[src/rtl/student_fir_sample_feeder.sv]
// student_fir_sample_feeder: host-side sample FIFO and strobe sequencer
// feeding student_fir, one sample in flight at a time.
//
// Ports:
//   clk_i, rst_ni         clock, async active-low reset
//   enable_i              allow new transactions to start
//   wr_valid_i/wr_data_i  host sample push
//   wr_ready_o, level_o   FIFO not full, FIFO occupancy
//   valid_strobe_o        strobe to FIR, held STROBE_CYCLES
//   sample_o              sample to FIR
//   fir_done_i, y_i       completion strobe and result from FIR
//   y_o, y_valid_o        captured result, 1-cycle update pulse
//   busy_o                transaction in progress
//   timeout_o, clr_err_i  sticky timeout flag and its clear
// Macro STUDENT_FIR_FEEDER_STATS_EN adds sent_cnt_o and timeout_cnt_o.
module student_fir_sample_feeder #(
  parameter int DATA_SIZE      = 16,
  parameter int DATA_SIZE_Y    = 32,
  parameter int FIFO_DEPTH     = 8,
  parameter int STROBE_CYCLES  = 2,
  parameter int GAP_CYCLES     = 4,
  parameter int TIMEOUT_CYCLES = 4096
) (
  input  logic                          clk_i,
  input  logic                          rst_ni,
  input  logic                          enable_i,
  input  logic                          wr_valid_i,
  input  logic [DATA_SIZE-1:0]          wr_data_i,
  output logic                          wr_ready_o,
  output logic [$clog2(FIFO_DEPTH):0]   level_o,
  output logic                          valid_strobe_o,
  output logic [DATA_SIZE-1:0]          sample_o,
  input  logic                          fir_done_i,
  input  logic [DATA_SIZE_Y-1:0]        y_i,
  output logic [DATA_SIZE_Y-1:0]        y_o,
  output logic                          y_valid_o,
  output logic                          busy_o,
  output logic                          timeout_o,
  input  logic                          clr_err_i
`ifdef STUDENT_FIR_FEEDER_STATS_EN
  ,
  output logic [15:0]                   sent_cnt_o,
  output logic [15:0]                   timeout_cnt_o
`endif
);

  localparam int AW   = $clog2(FIFO_DEPTH);
  localparam int LW   = AW + 1;
  localparam int SG   = (STROBE_CYCLES > GAP_CYCLES) ?
                        STROBE_CYCLES : GAP_CYCLES;
  localparam int CMAX = (TIMEOUT_CYCLES > SG) ?
                        TIMEOUT_CYCLES : SG;
  localparam int CW   = $clog2(CMAX + 1);

  typedef enum logic [1:0] {
    S_IDLE,
    S_STROBE,
    S_WAIT,
    S_GAP
  } state_e;

  state_e                 state_q, state_d;
  logic [CW-1:0]          cnt_q, cnt_d;
  logic [DATA_SIZE-1:0]   mem [FIFO_DEPTH];
  logic [AW-1:0]          wr_ptr_q, rd_ptr_q;
  logic [LW-1:0]          level_q, level_d;
  logic                   done_q;
  logic                   strobe_q, strobe_d;
  logic [DATA_SIZE-1:0]   sample_q, sample_d;
  logic [DATA_SIZE_Y-1:0] y_q, y_d;
  logic                   yv_q, yv_d;
  logic                   tmo_q, tmo_set;
  logic                   push, pop, done_rise;

  assign wr_ready_o     = (level_q != LW'(FIFO_DEPTH));
  assign level_o        = level_q;
  assign valid_strobe_o = strobe_q;
  assign sample_o       = sample_q;
  assign y_o            = y_q;
  assign y_valid_o      = yv_q;
  assign busy_o         = (state_q != S_IDLE);
  assign timeout_o      = tmo_q;

  assign push      = wr_valid_i && wr_ready_o;
  assign pop       = (state_q == S_IDLE) && enable_i &&
                     (level_q != '0);
  // done_q tracks fir_done_i in every state, so a level already
  // high on WAIT entry never looks like a fresh edge.
  assign done_rise = fir_done_i && !done_q;

  always_comb begin
    level_d = level_q;
    unique case ({push, pop})
      2'b10:   level_d = level_q + LW'(1);
      2'b01:   level_d = level_q - LW'(1);
      default: level_d = level_q;
    endcase
  end

  always_comb begin
    state_d  = state_q;
    cnt_d    = cnt_q;
    strobe_d = strobe_q;
    sample_d = sample_q;
    y_d      = y_q;
    yv_d     = 1'b0;
    tmo_set  = 1'b0;
    unique case (state_q)
      S_IDLE: begin
        if (pop) begin
          sample_d = mem[rd_ptr_q];
          strobe_d = 1'b1;
          cnt_d    = '0;
          state_d  = S_STROBE;
        end
      end
      S_STROBE: begin
        if (cnt_q == CW'(STROBE_CYCLES - 1)) begin
          strobe_d = 1'b0;
          cnt_d    = '0;
          state_d  = S_WAIT;
        end else begin
          cnt_d = cnt_q + CW'(1);
        end
      end
      S_WAIT: begin
        if (done_rise) begin
          y_d     = y_i;
          yv_d    = 1'b1;
          cnt_d   = '0;
          state_d = S_GAP;
        end else if (cnt_q == CW'(TIMEOUT_CYCLES - 1)) begin
          tmo_set = 1'b1;
          cnt_d   = '0;
          state_d = S_GAP;
        end else begin
          cnt_d = cnt_q + CW'(1);
        end
      end
      S_GAP: begin
        if (cnt_q == CW'(GAP_CYCLES - 1)) begin
          cnt_d   = '0;
          state_d = S_IDLE;
        end else begin
          cnt_d = cnt_q + CW'(1);
        end
      end
      default: begin
        state_d = S_IDLE;
        cnt_d   = '0;
      end
    endcase
  end

  always_ff @(posedge clk_i) begin
    if (push) mem[wr_ptr_q] <= wr_data_i;
  end

  always_ff @(posedge clk_i or negedge rst_ni) begin
    if (!rst_ni) begin
      state_q  <= S_IDLE;
      cnt_q    <= '0;
      wr_ptr_q <= '0;
      rd_ptr_q <= '0;
      level_q  <= '0;
      done_q   <= 1'b0;
      strobe_q <= 1'b0;
      sample_q <= '0;
      y_q      <= '0;
      yv_q     <= 1'b0;
      tmo_q    <= 1'b0;
    end else begin
      state_q  <= state_d;
      cnt_q    <= cnt_d;
      level_q  <= level_d;
      done_q   <= fir_done_i;
      strobe_q <= strobe_d;
      sample_q <= sample_d;
      y_q      <= y_d;
      yv_q     <= yv_d;
      if (push) wr_ptr_q <= wr_ptr_q + AW'(1);
      if (pop)  rd_ptr_q <= rd_ptr_q + AW'(1);
      if (tmo_set)        tmo_q <= 1'b1;
      else if (clr_err_i) tmo_q <= 1'b0;
    end
  end

`ifdef STUDENT_FIR_FEEDER_STATS_EN
  logic [15:0] sent_q, tcnt_q;

  assign sent_cnt_o    = sent_q;
  assign timeout_cnt_o = tcnt_q;

  always_ff @(posedge clk_i or negedge rst_ni) begin
    if (!rst_ni) begin
      sent_q <= '0;
      tcnt_q <= '0;
    end else begin
      if (pop && sent_q != 16'hFFFF)
        sent_q <= sent_q + 16'd1;
      if (clr_err_i)
        tcnt_q <= tmo_set ? 16'd1 : 16'd0;
      else if (tmo_set && tcnt_q != 16'hFFFF)
        tcnt_q <= tcnt_q + 16'd1;
    end
  end
`endif

endmodule

[config.mk]
export PLATFORM = sky130hd
export DESIGN_NAME = student_fir_sample_feeder
export DESIGN_NICKNAME = d
export VERILOG_FILES = /design/src/rtl/student_fir_sample_feeder.sv
export SDC_FILE = /design/constraint.sdc
export NUM_CORES = 1
export LEC_CHECK = 0
export ABC_AREA = 1
export BUFFER_PORTS_ARGS = -buffer_cell sky130_fd_sc_hd__buf_4
export CELL_PAD_IN_SITES_DETAIL_PLACEMENT = 1
export CELL_PAD_IN_SITES_GLOBAL_PLACEMENT = 2
export CORE_MARGIN = 8
export CORE_UTILIZATION = 23
export DETAILED_ROUTE_END_ITERATION = 10
export MAX_ROUTING_LAYER = met4
export PLACE_DENSITY_LB_ADDON = 0.1
export SYNTH_ARGS = -nofsm -noshare
export SYNTH_HDL_FRONTEND = slang
export SYNTH_SLANG_ARGS = --single-unit
[constraint.sdc]
create_clock -name clk_i -period 3.2 [get_ports clk_i]
set_input_delay 0.64 -clock clk_i [delete_from_list [all_inputs] [get_ports clk_i]]
set_output_delay 0.64 -clock clk_i [all_outputs]
set_load 0.01 [all_outputs]
==> flow_summary_export.csv, run 1 <==
group,metric,value,unit
synth,yosys-top-cells-area,"edfxtp_1 45%, dfrtp_1 23%, nand2_1 8.3%, nor2_1 5.2%, o21ai_0 4.8%",
synth,synth_compound_area_share,8.87,%
clock_tree,clk_pin_slew,50,ps
placement,io_buffer_count,110,
die,dieHeight,209,um
synth,synth-main-ff-cell,"edfxtp_1",
synth,synth_xor_area_share,1.23,%
sta,hold_viol,0,
worst_setup_path,worstPathMaxFanout,19,
die,core_region_area,36600,um^2
power_and_ir_drop,powerDensity,924,nW/um^2
power_and_ir_drop,p_switching,3570,uW
flow_run,max_cap_violations,0,
global_routing,antenna_found_initial,1,
die,initial_core_util,23.3,%
global_routing,grt_pass1_vias,6416,
clock_tree,htree_levels,1,
sta,maxSlewViolCount,0,
synth,yosysUniqueCellTypes,35,
clock_tree,clk_latency,540,ps
worst_setup_path,cp-start-kind,"flip-flop",
synth,synthAdderAreaFrac,1.99,%
sta,slew_headroom,50.6,%
clock_tree,cts_tree,"yes",
die,ioPinCount,111,
layout,nets,966,
power_and_ir_drop,p_comb_share,33.1,%
power_and_ir_drop,leakage,0.00437,uW
status,status,"finished, final reports clean",
detailed_routing,via_per_inst,4.25,
synth,synth.most_common_cell,"nand2_1",
sta,fmax,0.393,GHz
detailed_routing,firstDrtPassIters,4,
synth,ys_warn_count,0,
clock_tree,cts-resized-gates,0,
synth,synthSimpleGateAreaFrac,16.6,%
detailed_routing,ant_nets,0,
synth,yosysSeqAreaShare,67.5,%
power_and_ir_drop,switching_share,35.9,%
synth,synth_fp_nets,847,
die,die_w,209,um
global_routing,grt_pass1_wl,38800,um
layout,fill_cells,4093,
synth,ys_seq_elements,205,
synth,synthTopCellsByCount,"190 x nand2_1, 128 x edfxtp_1, 118 x nor2_1, 82 x o21ai_0, 77 x dfrtp_1",
global_routing,grt.total_usage,11.6,%
detailed_routing,wl_per_cell,17.7,um
sta,rsz0062_at_grt,"false",
placement,dp_hpwl,15700,um
layout,final_area,10800,um^2
placement,dpl_cell_area,9940,um^2
detailed_routing,drc,0,
worst_setup_path,crit_type,"reg -> reg",
layout,area_growth,25.8,%
synth,synth_area,8550,um^2
synth,avgSynthCellArea,11.0,um^2
sta,skew,7.81,ps
die,rows,70,
power_and_ir_drop,ir_drop,0.354,mV
detailed_routing,wl,24600,um
synth,muxShareOfSynthArea,0.132,%
synth,netlist_instances,780,
synth,yosysTopAreaCell,"edfxtp_1",
sta,max_slew.worst_pin.slew,741,ps
worst_setup_path,end_kind,"flip-flop",
placement,globalplace.congestion,0.686,
sta,fin_setup_tns,0,ps
global_routing,overflow,0,
clock_tree,cts_hold_buf,0,
sta,fin_crit_sh,79.6,%
clock_tree,cts.root.buffer_cell,"clkbuf_16",
worst_setup_path,cp.arrival,2970,ps
clock_tree,numCtsBuffers,26,
power_and_ir_drop,power_frac_clock,28.4,%
detailed_routing,drtIter0Drc,234,
power_and_ir_drop,p_int,6370,uW
layout,final_layout_size_suffix_gt1_share,20.7,%
worst_setup_path,reg2regPathDepth,10,
die,die-area,43600,um^2
synth,synth_top_family_by_area,"simple AND/OR/NAND/NOR gates",
synth,synth_top_area_share,45.0,%
clock_tree,clock_path_buffers,3,
clock_tree,cts_sinks,205,
sta,timing.final.crit_period,2550,ps
synth,synth-edff-count,128,
detailed_routing,vias,5894,
min_path,hold_class,"in -> async",
worst_setup_path,required,3620,ps
synth,async_flop_share,37.6,%
clock_tree,cts_setup_buffers,0,
power_and_ir_drop,seq_power_share,38.5,%
global_routing,grt_max_degree,66,
sta,finalSetupViolCount,0,
==> cell usage in the layout, fill, tap and decap left out, drive strengths merged, types with 8 or more instances in the layout <==
cell type,n
edfxtp,128
dfrtp,77
nor2,124
clkinv,8
o21ai,89
ha,12
clkbuf,38
nand3,19
o211ai,33
xor2,11
inv,34
nand2,195
buf,126
a21oi,9
==> cells by family (layout without fill, tap and decap cells) <==
family	count (synthesis)	in the layout
other cells	0	1
flops	205	205
xor+xnor	12	12
mux	1	1
buf+inv	69	208
simple gates	347	347
compound gates	133	133
fa+ha+maj	13	13
==> flip-flops by register name, indices dropped and copies added, names as in the netlist <==
signal          cells
cnt_q              13
done_q              1
level_o             4
mem               128
rd_ptr_q            3
sample_o           16
state_q             2
timeout_o           1
valid_strobe_o      1
wr_ptr_q            3
y_o                32
y_valid_o           1
==> power groups by stage <==
stage | Combinational (uW) | Clock (uW) | Sequential (uW)
6_report | 3290 | 2820 | 3830
3_5_place_dp | 3440 | 0 | 3880
3_3_place_gp | 3430 | 0 | 3880
2_1_floorplan | 1870 | 0 | 3920
5_1_grt | 3750 | 3050 | 3910
4_1_cts | 3450 | 2950 | 3840
==> final timing paths <==
check                      startpoint  slack, ps          end
max reg2reg                state_q[0]        650   level_o[3]
max in group asynchronous      rst_ni       2440  rd_ptr_q[0]
max                        state_q[0]        650   level_o[3]
min in group clk_i         fir_done_i        220       done_q
min reg2reg                    y_o[0]        470       y_o[0]
min                            rst_ni         60      y_o[14]
==> per-layer routing <==
metal | share of wire (%) | wire length [um] | track usage (%)
met3 | 3.6 | 890 | 2.26
met2 | 48 | 11900 | 19.2
met4 | 2.3 | 575 | 3.04
met1 | 46 | 11300 | 14.5
met5 | 0 | 0 | -
==> metrics by stage <==
step	hold WS [ps]	utilization [%]	power [uW]	instances	setup slack, ps
3_3_place_gp	457	27.2	7310	1339	643
4_1_cts	68.9	29.4	10200	1387	585
2_1_floorplan	344	-	5790	780	770
6_report	63.1	29.4	9930	1388	654
5_1_grt	85.7	29.4	10700	1388	437
3_5_place_dp	460	27.2	7320	1339	587
==> worst max-delay path: stages, from the launching register on <==
cell and delay, ps:
dfrtp_1 410, inv_1 110, ha_1 250, nand3_2 130
inv_4 270, ha_1 290, ha_1 290, a21oi_1 140
o21ai_0 120, xor2_1 150, mux2_2 260
==> area by class of cell <==
type	count	area (um^2)	area share, %
diodes	1	2.50	0.0233
clock buffers	38	717	6.67
clock inverters	10	95.1	0.884
inverters	34	130	1.21
multi-input cells	506	2480	23.1
flip-flops and latches	205	5770	53.7
well taps	468	586	5.44
repair buffers	126	971	9.03
No activity file was read; power rests on OpenSTA's default activity.
==> inputs of run 2 (changes only) <==
clock period = 2.65 ns   (was 3.2 ns; I/O delays follow)
==> flow_summary_export.csv, run 2 (synthesis results as in run 1) <==
group,metric,value,unit
power_and_ir_drop,p_switching,4360,uW
worst_setup_path,cp.arrival,2700,ps
placement,placed_cells_incl_taps,1352,
global_routing,antenna_found_initial,1,
layout,final_cell_count_no_fill,1401,
die,die-area,43600,um^2
layout,layout_common_cells,"190 x nand2_1, 134 x buf_4, 128 x edfxtp_1",
clock_tree,clk_latency,530,ps
placement,io_buffer_count,110,
layout,multi_input_area,2480,um^2
clock_tree,numCtsBuffers,26,
sta,timing.final.crit_period,2280,ps
power_and_ir_drop,p_int,7740,uW
sta,fmax,0.438,GHz
detailed_routing,ant_nets,0,
detailed_routing,drc,0,
power_and_ir_drop,seq_power_share,38.1,%
worst_setup_path,end_kind,"flip-flop",
sta,fin_setup_tns,0,ps
power_and_ir_drop,p_comb_share,34.3,%
layout,seq_area,5770,um^2
global_routing,grt_pass1_wl,39800,um
layout,final_layout_size_suffix_gt1_share,22.0,%
worst_setup_path,r2r_setup_slack,370,ps
clock_tree,cts_sinks,205,
die,rows,70,
detailed_routing,wl_per_cell,18.2,um
worst_setup_path,required,3070,ps
sta,slew_headroom,57.3,%
flow_run,max_cap_violations,0,
clock_tree,cts_hold_buf,0,
sta,rsz0062_at_grt,"false",
worst_setup_path,slowest_delay,410,ps
layout,area_growth,27.4,%
global_routing,grt_max_degree,66,
placement,globalplace.congestion,0.667,
detailed_routing,wl,25400,um
global_routing,grt_pass1_vias,6509,
sta,skew,9.23,ps
power_and_ir_drop,powerDensity,1110,nW/um^2
clock_tree,cts.root.buffer_cell,"clkbuf_16",
sta,max_slew.worst_pin.slew,641,ps
die,initial_core_util,23.3,%
sta,maxSlewViolCount,0,
min_path,hold_class,"in -> async",
die,die_w,209,um
power_and_ir_drop,power_frac_clock,27.6,%
sta,fin_crit_sh,86.1,%
clock_tree,clock_path_buffers,3,
worst_setup_path,crit_type,"reg -> reg",
clock_tree,htree_levels,1,
die,dieHeight,209,um
power_and_ir_drop,leakage,0.00444,uW
clock_tree,cts_setup_buffers,0,
layout,top_register,"mem",
layout,final_common_cell,"nand2_1",
worst_setup_path,worstPathMaxFanout,4,
placement,dp_hpwl,16200,um
worst_setup_path,crit_top_cell,"ha_1",
clock_tree,clk_pin_slew,60,ps
detailed_routing,via_per_inst,4.22,
worst_setup_path,slowest_stage,"dfrtp_1",
detailed_routing,vias,5910,
global_routing,grt.total_usage,12.0,%
global_routing,overflow,0,
worst_setup_path,cp-start-kind,"flip-flop",
sta,hold_viol,0,
power_and_ir_drop,ir_drop,0.450,mV
clock_tree,cts-resized-gates,0,
clock_tree,cts_tree,"yes",
status,status,"finished, final reports clean",
detailed_routing,drtIter0Drc,221,
layout,fill_cells,4121,
die,core_region_area,36600,um^2
layout,largest_reg_flops,128,
worst_setup_path,path_cells,"inv_1 > ha_1 > nand3_2 > inv_4 > ha_1 > ha_1 > a21oi_1 > o21ai_0 > xor2_1 > mux2_2",
power_and_ir_drop,switching_share,36.0,%
die,ioPinCount,111,
detailed_routing,firstDrtPassIters,4,
sta,finalSetupViolCount,0,
layout,nets,979,
-- run 2: cell count changes in the layout (fill, tap and decap cells not counted), sizes merged --
cell	before	now
clkbuf	38	44
buf	126	139
bufinv	2	0
clkinv	8	4
-- run 2: metrics by stage --
stage	hold slack (ps)	setup slack (ps)	total power, uW	utilization, %	instance area (um^2)
3_3_place_gp	457	365	9010	27.5	10100
6_report	20.7	368	12100	29.7	10900
3_5_place_dp	460	328	9010	27.5	10100
5_1_grt	48.0	106	13100	29.7	10900
2_1_floorplan	234	220	6990	-	8550
4_1_cts	32.6	317	12500	29.7	10900
-- run 2: area by class of cell --
class	instances	share of cell area, %
Antenna cell	1	0.0230
Clock buffer	44	7.15
Tap cell	468	5.38
Multi-Input combinational cell	506	22.8
Clock inverter	4	0.276
Inverter	34	1.20
Sequential cell	205	53.0
Timing Repair Buffer	139	10.2
-- run 2: path summary, 6_finish.rpt --
check,depth (start not counted),startpoint,to
setup / recovery,10,state_q[0],level_o[3]
hold / removal,1,rst_ni,y_o[14]
setup reg to reg,10,state_q[0],level_o[3]
hold reg to reg,2,y_o[16],y_o[16]
max in group asynchronous,2,rst_ni,sample_o[10]
min in group clk_i,1,fir_done_i,done_q
-- run 2: per-layer routing --
| metal | track usage, % | routed length (um) |
|---|---|---|
| met3 | 2.45 | 962 |
| met2 | 20.2 | 12500 |
| met1 | 14.7 | 11700 |
| met4 | 2.55 | 329 |
| met5 | - | 0 |
-- run 2: power groups by stage --
stage | logic (uW) | clock network [uW] | registers (uW)
2_1_floorplan | 2260 | 0 | 4730
3_3_place_gp | 4340 | 0 | 4670
3_5_place_dp | 4340 | 0 | 4670
4_1_cts | 4360 | 3490 | 4620
5_1_grt | 4750 | 3610 | 4700
6_report | 4150 | 3340 | 4600
-- run 2: critical path, delay by kind of cell, from the launching register on --
family                     cells  cell delay, ps
xor gates and xnor gates       1             150
and+or+nand+nor                1             140
AOI/OAI and AO/OA              2             230
adders and majority gates      3             790
muxes                          1             260
DFF                            1             410
buffers and inverters          2             190
